==> src/rtl/chip8_rom_loader_if.sv <==
// Host byte stream and program-memory write port of the CHIP-8 ROM loader.
// master: host/memory side; slave: loader (in_ready, mem_we/addr/wdata out).
interface chip8_rom_loader_if #(
    parameter int ADDR_W = 12
);
    logic              in_valid;
    logic [7:0]        in_data;
    logic              in_ready;
    logic              mem_we;
    logic [ADDR_W-1:0] mem_addr;
    logic [7:0]        mem_wdata;

    modport master (
        output in_valid, in_data,
        input  in_ready, mem_we, mem_addr, mem_wdata
    );

    modport slave (
        input  in_valid, in_data,
        output in_ready, mem_we, mem_addr, mem_wdata
    );
endinterface

==> src/rtl/chip8_rom_loader.sv <==
// CHIP-8 program loader: framed bytes (LEN_HI, LEN_LO, N bytes, CSUM) to memory.
// Ports: clk, rst_n, start, bus (slave), cpu_hold, done, error.
module chip8_rom_loader #(
    parameter int ADDR_W    = 12,
    parameter int MEM_BYTES = 3328,
    parameter int BASE_ADDR = 0
) (
    input  logic clk,
    input  logic rst_n,
    input  logic start,
    chip8_rom_loader_if.slave bus,
    output logic cpu_hold,
    output logic done,
    output logic error
);
    typedef enum logic [2:0] {
        IDLE, S_LENH, S_LENL, S_DATA, S_CSUM, DONE, ERR
    } state_t;

    localparam logic [16:0] LIMIT = 17'(MEM_BYTES - BASE_ADDR);
    localparam logic [ADDR_W-1:0] BASE = ADDR_W'(BASE_ADDR);

    state_t      state, state_nxt;
    logic [15:0] len;
    logic [15:0] count;
    logic [7:0]  sum;
    logic        fire;
    logic [15:0] n_full;

    assign fire   = bus.in_valid & bus.in_ready;
    // Length as it will be once the LEN_LO byte lands.
    assign n_full = {len[15:8], bus.in_data};

    assign bus.in_ready = (state == S_LENH) || (state == S_LENL) ||
                          (state == S_DATA) || (state == S_CSUM);
    assign cpu_hold = (state != DONE);
    assign done     = (state == DONE);
    assign error    = (state == ERR);

    always_ff @(posedge clk or negedge rst_n) begin
        if (!rst_n) state <= IDLE;
        else        state <= state_nxt;
    end

    always_comb begin
        state_nxt = state;
        unique case (state)
            IDLE, DONE, ERR: begin
                if (start) state_nxt = S_LENH;
            end
            S_LENH: begin
                if (fire) state_nxt = S_LENL;
            end
            S_LENL: begin
                if (fire) begin
                    if (n_full == 16'd0 || {1'b0, n_full} > LIMIT)
                        state_nxt = ERR;
                    else
                        state_nxt = S_DATA;
                end
            end
            S_DATA: begin
                if (fire && count == len - 16'd1) state_nxt = S_CSUM;
            end
            S_CSUM: begin
                if (fire) state_nxt = (bus.in_data == sum) ? DONE : ERR;
            end
            default: state_nxt = IDLE;
        endcase
    end

    always_ff @(posedge clk or negedge rst_n) begin
        if (!rst_n) begin
            len           <= '0;
            count         <= '0;
            sum           <= '0;
            bus.mem_we    <= 1'b0;
            bus.mem_addr  <= '0;
            bus.mem_wdata <= '0;
        end else begin
            bus.mem_we <= 1'b0;
            if (fire) begin
                unique case (state)
                    S_LENH: len[15:8] <= bus.in_data;
                    S_LENL: begin
                        len[7:0] <= bus.in_data;
                        count    <= '0;
                        sum      <= '0;
                    end
                    S_DATA: begin
                        bus.mem_we    <= 1'b1;
                        bus.mem_addr  <= BASE + count[ADDR_W-1:0];
                        bus.mem_wdata <= bus.in_data;
                        count         <= count + 16'd1;
                        sum           <= sum + bus.in_data;
                    end
                    default: ;
                endcase
            end
        end
    end
endmodule

==> src/flat_wrapper.sv <==
// flat-port wrapper written by rule: the top's interface ports become plain ports
module chip8_rom_loader_flat 
#(
    parameter int ADDR_W    = 12,
    parameter int MEM_BYTES = 3328,
    parameter int BASE_ADDR = 0
)
  (clk, rst_n, start, cpu_hold, done, error, bus_in_valid, bus_in_data, bus_in_ready, bus_mem_we, bus_mem_addr, bus_mem_wdata);
  chip8_rom_loader_if #(.ADDR_W(ADDR_W)) bus_i ();
  input  logic clk;
  input  logic rst_n;
  input  logic start;
  output logic cpu_hold;
  output logic done;
  output logic error;
  input wire logic [$bits(bus_i.in_valid)-1:0] bus_in_valid;
  input wire logic [$bits(bus_i.in_data)-1:0] bus_in_data;
  output wire logic [$bits(bus_i.in_ready)-1:0] bus_in_ready;
  output wire logic [$bits(bus_i.mem_we)-1:0] bus_mem_we;
  output wire logic [$bits(bus_i.mem_addr)-1:0] bus_mem_addr;
  output wire logic [$bits(bus_i.mem_wdata)-1:0] bus_mem_wdata;
  assign bus_i.in_valid = bus_in_valid;
  assign bus_i.in_data = bus_in_data;
  assign bus_in_ready = bus_i.in_ready;
  assign bus_mem_we = bus_i.mem_we;
  assign bus_mem_addr = bus_i.mem_addr;
  assign bus_mem_wdata = bus_i.mem_wdata;
  chip8_rom_loader #(.ADDR_W(ADDR_W), .MEM_BYTES(MEM_BYTES), .BASE_ADDR(BASE_ADDR)) u_core (.clk(clk), .rst_n(rst_n), .start(start), .bus(bus_i), .cpu_hold(cpu_hold), .done(done), .error(error));
endmodule
==> config.mk <==
export PLATFORM = sky130hd
export DESIGN_NAME = chip8_rom_loader_flat
export DESIGN_NICKNAME = d
export VERILOG_FILES = /design/src/rtl/chip8_rom_loader_if.sv /design/src/rtl/chip8_rom_loader.sv /design/src/flat_wrapper.sv
export SDC_FILE = /design/constraint.sdc
export NUM_CORES = 1
export LEC_CHECK = 0
export CAP_MARGIN = 20
export CORE_ASPECT_RATIO = 0.75
export CORE_MARGIN = 3
export CORE_UTILIZATION = 35
export CTS_CLUSTER_SIZE = 16
export DETAILED_ROUTE_END_ITERATION = 10
export PLACE_DENSITY = 0.56
export RECOVER_POWER = 100
export REMOVE_ABC_BUFFERS = 1
export SLEW_MARGIN = 30
export SYNTH_ARGS = -nofsm -noshare
export SYNTH_HDL_FRONTEND = slang
export SYNTH_SLANG_ARGS = --single-unit
==> constraint.sdc <==
create_clock -name clk -period 2.6 [get_ports clk]
set_clock_uncertainty 0.15 [all_clocks]
set_input_delay 0.52 -clock clk [delete_from_list [all_inputs] [get_ports clk]]
set_output_delay 0.52 -clock clk [all_outputs]
set_load 0.01 [all_outputs]
==> results.sh, run 1 <==
export IMPL_drc=0
export IMPL_cts_tree="yes"
export IMPL_grt_use_total_pct=17.6
export IMPL_r2r_cells=10
export IMPL_synth_warnings=0
export IMPL_hold_viol_final=0
export IMPL_multi_input_area_um2=2060
export IMPL_max_slew_margin_pct=-7.72
export IMPL_numCtsBuffers=9
export IMPL_yosysUniqueCellTypes=51
export IMPL_grt_pass1_vias=3054
export IMPL_fin_crit_ns=2.66
export IMPL_start_kind="flop"
export IMPL_p_leak_nw=2.25
export IMPL_dp_worst_setup_slack_ns=-0.492
export IMPL_filler_cell_count=932
export IMPL_dieArea_um2=11600
export IMPL_ios=37
export IMPL_clockRootBuffer="clkbuf_16"
export IMPL_met1_usage_pct=23.7
export IMPL_die_y_um=94.1
export IMPL_reg2reg_from="u_core.len[4]"
export IMPL_register_area_um2=1600
export IMPL_htree_levels=3
export IMPL_grt_util_met3_pct=5.00
export IMPL_portBuffers=36
export IMPL_grt_start_max_net_pins=65
export IMPL_crit_arrival_ns=2.71
export IMPL_status="finished, violations left"
export IMPL_critPathCaptureType="flop"
export IMPL_r2r_end="u_core.state[1]"
export IMPL_post_route_period_util_pct=102
export IMPL_syn_inst=356
export IMPL_synth_area_leader_cell="dfrtp_1"
export IMPL_slowest_stage="or4_4"
export IMPL_yosysMostFrequentCell="dfrtp_1"
export IMPL_dp_hpwl_um=6730
export IMPL_grt_pass1_wl_um=15500
export IMPL_diodes=0
export IMPL_ys_flop_type="dfrtp_1"
export IMPL_crit_fanout=4
export IMPL_start_util_pct=36.8
export IMPL_path_buf_inv=4
export IMPL_clock_latency_ns=0.33
export IMPL_fmax_mhz=376
export IMPL_clkTransAtPathRegs_ns=0.05
export IMPL_vias_per_cell=5.21
export IMPL_coreArea_um2=9850
export IMPL_top_usage_layer="met2"
export IMPL_drt_initial_drc_count=193
export IMPL_tns_ns=-0.103
export IMPL_cp_slowest_stage_delay_ns=0.59
export IMPL_stdcell_count=586
export IMPL_hp_class="flop to flop"
export IMPL_setup_viol=3
export IMPL_dr_pass1_iters=4
export IMPL_met2_usage_pct=26.8
export IMPL_rows=31
export IMPL_crit_chain="or4_4, buf_6, buf_6, nor4_4, xnor2_1, nand4_1, buf_4, nor4_4, buf_4, a31oi_1"
export IMPL_maxCapViolations=1
export IMPL_violations="max-capacitance violations, max-slew violations, negative setup slack"
export IMPL_avgSynthCellArea_um2=10.2
export IMPL_syn2layout_area_growth_pct=37.4
export IMPL_reg2reg_slack_ns=-0.06
export IMPL_postRouteWirelength_um=9400
export IMPL_synth_commonest_cells="dfrtp_1 (64), mux2_2 (33), nand2_1 (30)"
export IMPL_whs_endpoint="u_core.bus.mem_addr[4]"
export IMPL_p_per_area_nw_per_um2=1160
export IMPL_final_nets=472
export IMPL_peakVddDrop_mv=0.517
export IMPL_synth_area_um2=3620
export IMPL_hold_depth=2
export IMPL_placed_cells=568
export IMPL_synth_top_area_share_pct=44.2
export IMPL_async_flop_share_pct=100
export IMPL_ys_seq_elements=64
export IMPL_crit_type="flop to flop"
export IMPL_die_x_um=123
export IMPL_yosysSeqAreaShare_pct=44.2
export IMPL_synth_edf_count=0
export IMPL_drv_slew=65
export IMPL_synth_area_leaders="dfrtp_1 (44%), mux2_2 (10%), xor2_1 (5.6%)"
export IMPL_fin_util_pct=50.5
export IMPL_wl_per_cell_um=16.0
export IMPL_vias=3053
export IMPL_power_mw=5.76
export IMPL_gr_total_overflow=0
export IMPL_rsz0062_at_grt="yes"
export IMPL_cts_sinks=64
export IMPL_worstMarginPinSlew_ns=1.62
export IMPL_worstHoldStart="u_core.bus.mem_addr[4]"
export IMPL_critPathTopFamily="simple AND/OR/NAND/NOR gates"
export IMPL_routabilityCongestion=0.845
export IMPL_grt_antenna_before_repair=0
export IMPL_timing_final_ws_setup_ns=-0.0595
export IMPL_clock_tree_buffer_depth=2
export IMPL_drive_gt1_share_pct=28.9
export IMPL_ant_nets=0
export IMPL_crit_required_ns=2.65
-- kinds of logic after synthesis --
logic type               after synthesis  share of synthesized area, %
XOR/XNOR                              39                          9.43
AND/OR/NAND/NOR                      126                          18.9
adder cells (fa/ha/maj)               10                          3.66
multiplexers                          37                          11.4
AO/OA/AOI/OAI                         52                          9.26
buffers and inverters                 28                          3.14
flip-flops                            64                          44.2
-- worst register-to-register path, cell delays in order (launching register included) --
cell     delay, ns
dfrtp_1       0.38
or4_4         0.59
buf_6         0.15
buf_6         0.12
nor4_4        0.14
xnor2_1       0.14
nand4_1       0.18
buf_4         0.19
nor4_4        0.24
buf_4         0.16
a31oi_1       0.08
-- final cells by class --
class / count / area share (%)
clock inverter: 3 / 0.854
timing repair buffer: 103 / 16.7
clock buffer: 12 / 4.95
inverter: 8 / 0.603
multi-input combinational: 264 / 41.4
tap: 132 / 3.32
sequential: 64 / 32.2
-- flip-flops by register name (all words and copies together) (netlist names) --
name,flops
u_core.state,3
u_core.sum,8
u_core.len,16
u_core.count,16
u_core.bus.mem_wdata,8
u_core.bus.mem_addr,12
u_core.bus.mem_we,1
-- metrics by stage --
step	area [µm²]	hold WS [ns]
finish	4980	0.321
CTS	5010	0.0652
global placement	4550	0.311
floorplan	3540	0.0744
detailed placement	4550	0.324
global route	4980	0.361
-- what timing repair did --
| action | in CTS | in global routing |
|---|---|---|
| gates cloned | 0 | 0 |
| setup buffers | 3 | 0 |
| resized for setup | 35 | 4 |
| setup endpoints to repair | 5 | 4 |
| hold buffers | 0 | 0 |
| pin swaps | 16 | 3 |
-- cell usage in the layout, fill, tap and decap left out, drive strengths merged, types with 2 or more instances in the layout --
master | Yosys | routed
nor3b | 2 | 2
dlygate4sd2 | 0 | 4
nand3 | 10 | 10
o211a | 2 | 2
a21oi | 12 | 12
clkbuf | 16 | 22
dfrtp | 64 | 64
ha | 9 | 9
dlygate4sd3 | 0 | 25
or2 | 2 | 2
inv | 8 | 8
buf | 4 | 58
nor4 | 8 | 8
nand3b | 3 | 3
mux2 | 33 | 33
clkdlybuf4s50 | 0 | 6
nor3 | 12 | 12
nand4 | 7 | 7
a21o | 3 | 3
nor2 | 24 | 24
nor4b | 2 | 2
nand2 | 30 | 30
xnor2 | 16 | 16
o31ai | 6 | 6
o211ai | 4 | 4
o21bai | 2 | 2
and3 | 3 | 3
o21ai | 13 | 13
xor2 | 23 | 23
or3 | 4 | 4
o22ai | 3 | 3
nor2b | 2 | 2
mux2i | 4 | 4
or4 | 10 | 10
-- where the power goes --
part	internal [mW]	switching (mW)	leakage (nW)	total [mW]
clock network	0.761	0.420	0.139	1.18
registers	1.36	0.287	0.798	1.65
logic	1.46	1.47	1.32	2.93
-- how the worst max path moves through the flow --
stage	from	endpoint	slack [ns]	cells after the start
6_report	u_core.len[4]	u_core.state[1]	-0.06	10
4_1_cts	u_core.len[7]	u_core.state[1]	-0.001	10
3_3_place_gp	bus_in_data[5]	u_core.state[0]	-0.43	7
3_5_place_dp	bus_in_data[0]	u_core.state[0]	-0.49	7
5_1_grt	u_core.len[4]	u_core.state[1]	-0.14	10
2_1_floorplan	u_core.len[0]	u_core.state[2]	-0.29	8
-- layer usage --
layer	vias to the layer above	part of all wire [%]
met4	0	1.8
met5	-	0
met2	63	45
met1	1496	49
met3	18	3.9
li1	1476	-
Note: power is estimated with default switching activity, not from simulation.
==> run 2: changes to the inputs <==
CTS_BUF_LIST = sky130_fd_sc_hd__clkbuf_4   (was not set)
SLEW_MARGIN = 40   (was 30)
==> run 2 against run 1 <==
Effect of this change:
- the run still ends with max-capacitance violations, max-slew violations, negative setup slack left
- sequential share of layout area up 0.99 points
- setup slack lost 0.011 ns
- hold slack improved by 0.013 ns
- global-route usage is 0.41 points lower
- maximum frequency fell by 0.41%
- final area down 3.0%
- combinational power about the same
- utilization is 1.5 points lower
- register-to-register slack hardly changed
- total power decreased by 9.2%
- critical endpoint is now u_core.state[2]
- largest power group unchanged
==> results.sh, run 2 (synthesized netlist as in run 1, its figures left out) <==
export IMPL_status="finished, violations left"
export IMPL_violations="max-capacitance violations, max-slew violations, negative setup slack"
export IMPL_clock_latency_ns=0.41
export IMPL_max_slew_margin_pct=-7.10
export IMPL_peakVddDrop_mv=0.448
export IMPL_critPathCaptureType="flop"
export IMPL_hold_viol_final=0
export IMPL_cts_tree="yes"
export IMPL_drv_slew=65
export IMPL_grt_pass1_wl_um=15400
export IMPL_final_cell_mix="dfrtp_1 (64), buf_4 (54), mux2_2 (32), nand2_1 (30), dlygate4sd3_1 (25)"
export IMPL_start_kind="flop"
export IMPL_syn2layout_area_growth_pct=33.3
export IMPL_design_area_um2=4830
export IMPL_die_y_um=94.1
export IMPL_worstHoldStart="u_core.bus.mem_addr[4]"
export IMPL_dr_pass1_iters=4
export IMPL_cp_slowest_stage_delay_ns=0.51
export IMPL_grt_start_max_net_pins=65
export IMPL_reg2reg_from="u_core.len[1]"
export IMPL_dp_hpwl_um=6730
export IMPL_wl_per_cell_um=15.8
export IMPL_routabilityCongestion=0.845
export IMPL_worstMarginPinSlew_ns=1.61
export IMPL_setup_viol=5
export IMPL_stdcell_count=592
export IMPL_crit_fanout=5
export IMPL_vias=3076
export IMPL_ant_nets=0
export IMPL_path_buf_inv=1
export IMPL_power_mw=5.23
export IMPL_ios=37
export IMPL_p_per_area_nw_per_um2=1080
export IMPL_post_route_period_util_pct=103
export IMPL_drt_initial_drc_count=204
export IMPL_numCtsBuffers=9
export IMPL_grt_use_total_pct=17.2
export IMPL_tns_ns=-0.105
export IMPL_clockRootBuffer="clkbuf_4"
export IMPL_drive_gt1_share_pct=28.5
export IMPL_coreArea_um2=9850
export IMPL_postRouteWirelength_um=9330
export IMPL_critPathTopFamily="simple AND/OR/NAND/NOR gates"
export IMPL_place_area_um2=4550
export IMPL_timing_final_ws_setup_ns=-0.0706
export IMPL_crit_required_ns=2.80
export IMPL_reg2reg_slack_ns=-0.07
export IMPL_htree_levels=3
export IMPL_cpMostUsedCell="or4_4"
export IMPL_grt_antenna_before_repair=0
export IMPL_rows=31
export IMPL_placed_cells=568
export IMPL_reg_top3="u_core.count x16, u_core.len x16, u_core.bus.mem_addr x12"
export IMPL_start_util_pct=36.8
export IMPL_hp_class="flop to flop"
export IMPL_layout_commonest_cell="dfrtp_1"
export IMPL_clock_tree_buffer_depth=2
export IMPL_dp_worst_setup_slack_ns=-0.492
export IMPL_crit_chain="inv_2, ha_4, or3b_4, nor4_4, xnor2_1, or4_4, or4_4, a21oi_2"
export IMPL_clkTransAtPathRegs_ns=0.11
export IMPL_maxCapViolations=1
export IMPL_final_nets=478
export IMPL_die_x_um=123
export IMPL_p_leak_nw=2.19
export IMPL_gr_total_overflow=0
export IMPL_startpoint="u_core.len[1]"
export IMPL_rsz0062_at_grt="yes"
export IMPL_vias_per_cell=5.20
export IMPL_fmax_mhz=374
export IMPL_portBuffers=36
export IMPL_dieArea_um2=11600
export IMPL_crit_type="flop to flop"
export IMPL_drc=0
export IMPL_slowest_stage="or4_4"
export IMPL_diodes=0
export IMPL_crit_arrival_ns=2.88
export IMPL_grt_pass1_vias=3013
export IMPL_cts_sinks=64
export IMPL_fin_crit_ns=2.67
run 2: cell count changes in the layout (fill, tap and decap cells not counted), moves of 2 or more:
| cell | delta |
|---|---|
| buf_6 | +2 |
| or4_1 | +2 |
| buf_4 | +2 |
| clkbuf_16 | -9 |
| clkdlybuf4s50_1 | +4 |
| or4_4 | -2 |
| clkbuf_4 | +11 |
| dlygate4sd2_1 | -4 |
run 2: area by class of cell:
class	count	area [µm²]
inverters	8	30.0
repair buffers	109	892
clock inverters	4	46.3
fillers	950	5020
flip-flops and latches	64	1600
well taps	132	165
multi-input cells	264	2010
clock buffers	11	82.6
run 2: power by group:
part           total (mW)  internal [mW]  switching (mW)
Sequential           1.64           1.35           0.286
Combinational        2.92           1.48            1.44
Clock               0.668          0.305           0.363
Total                5.23           3.15            2.08
run 2: worst register-to-register path: stages, from the launching register on:
cell and delay [ns]:
dfrtp_1 0.41, inv_2 0.08, ha_4 0.13, or3b_4 0.42, nor4_4 0.23, xnor2_1 0.11, or4_4 0.51, or4_4 0.44
a21oi_2 0.12
run 2: metrics by stage:
step | hold slack, ns | utilization (%)
after detailed placement | 0.324 | 46.2
final | 0.334 | 49.0
after CTS | 0.349 | 49.3
after global placement | 0.311 | 46.2
after floorplan | 0.0744 | -
after global routing | 0.376 | 49.0
run 2: final timing paths:
kind	depth (start not counted)	end
min	2	u_core.bus.mem_addr[4]
min reg2reg	2	u_core.bus.mem_addr[4]
max reg2reg	8	u_core.state[2]
min in group asynchronous	3	u_core.bus.mem_addr[1]
max	8	u_core.state[2]
max in group asynchronous	3	u_core.state[0]
run 2: routing by layer:
| metal | global-route usage [%] | vias to the layer above | share of wire [%] |
|---|---|---|---|
| met5 | 0 | - | 0 |
| met4 | 4.98 | 0 | 0.91 |
| met3 | 3.91 | 9 | 4.6 |
| met2 | 27.0 | 74 | 46 |
| met1 | 23.6 | 1503 | 49 |
| li1 | - | 1490 | - |
run 2: timing repair:
action	in CTS	in global routing
endpoints found under the setup margin	3	5
pin swaps	16	5
endpoints found under the hold margin	64	0
hold buffers	1	0
buffers inserted	6	2
resized for setup	27	2
==> run 3: changes to the inputs <==
CTS_CLUSTER_SIZE = not set   (was 16)
==> results of run 3 <==
Final layout, timing and power as in run 2 (identical DEF).
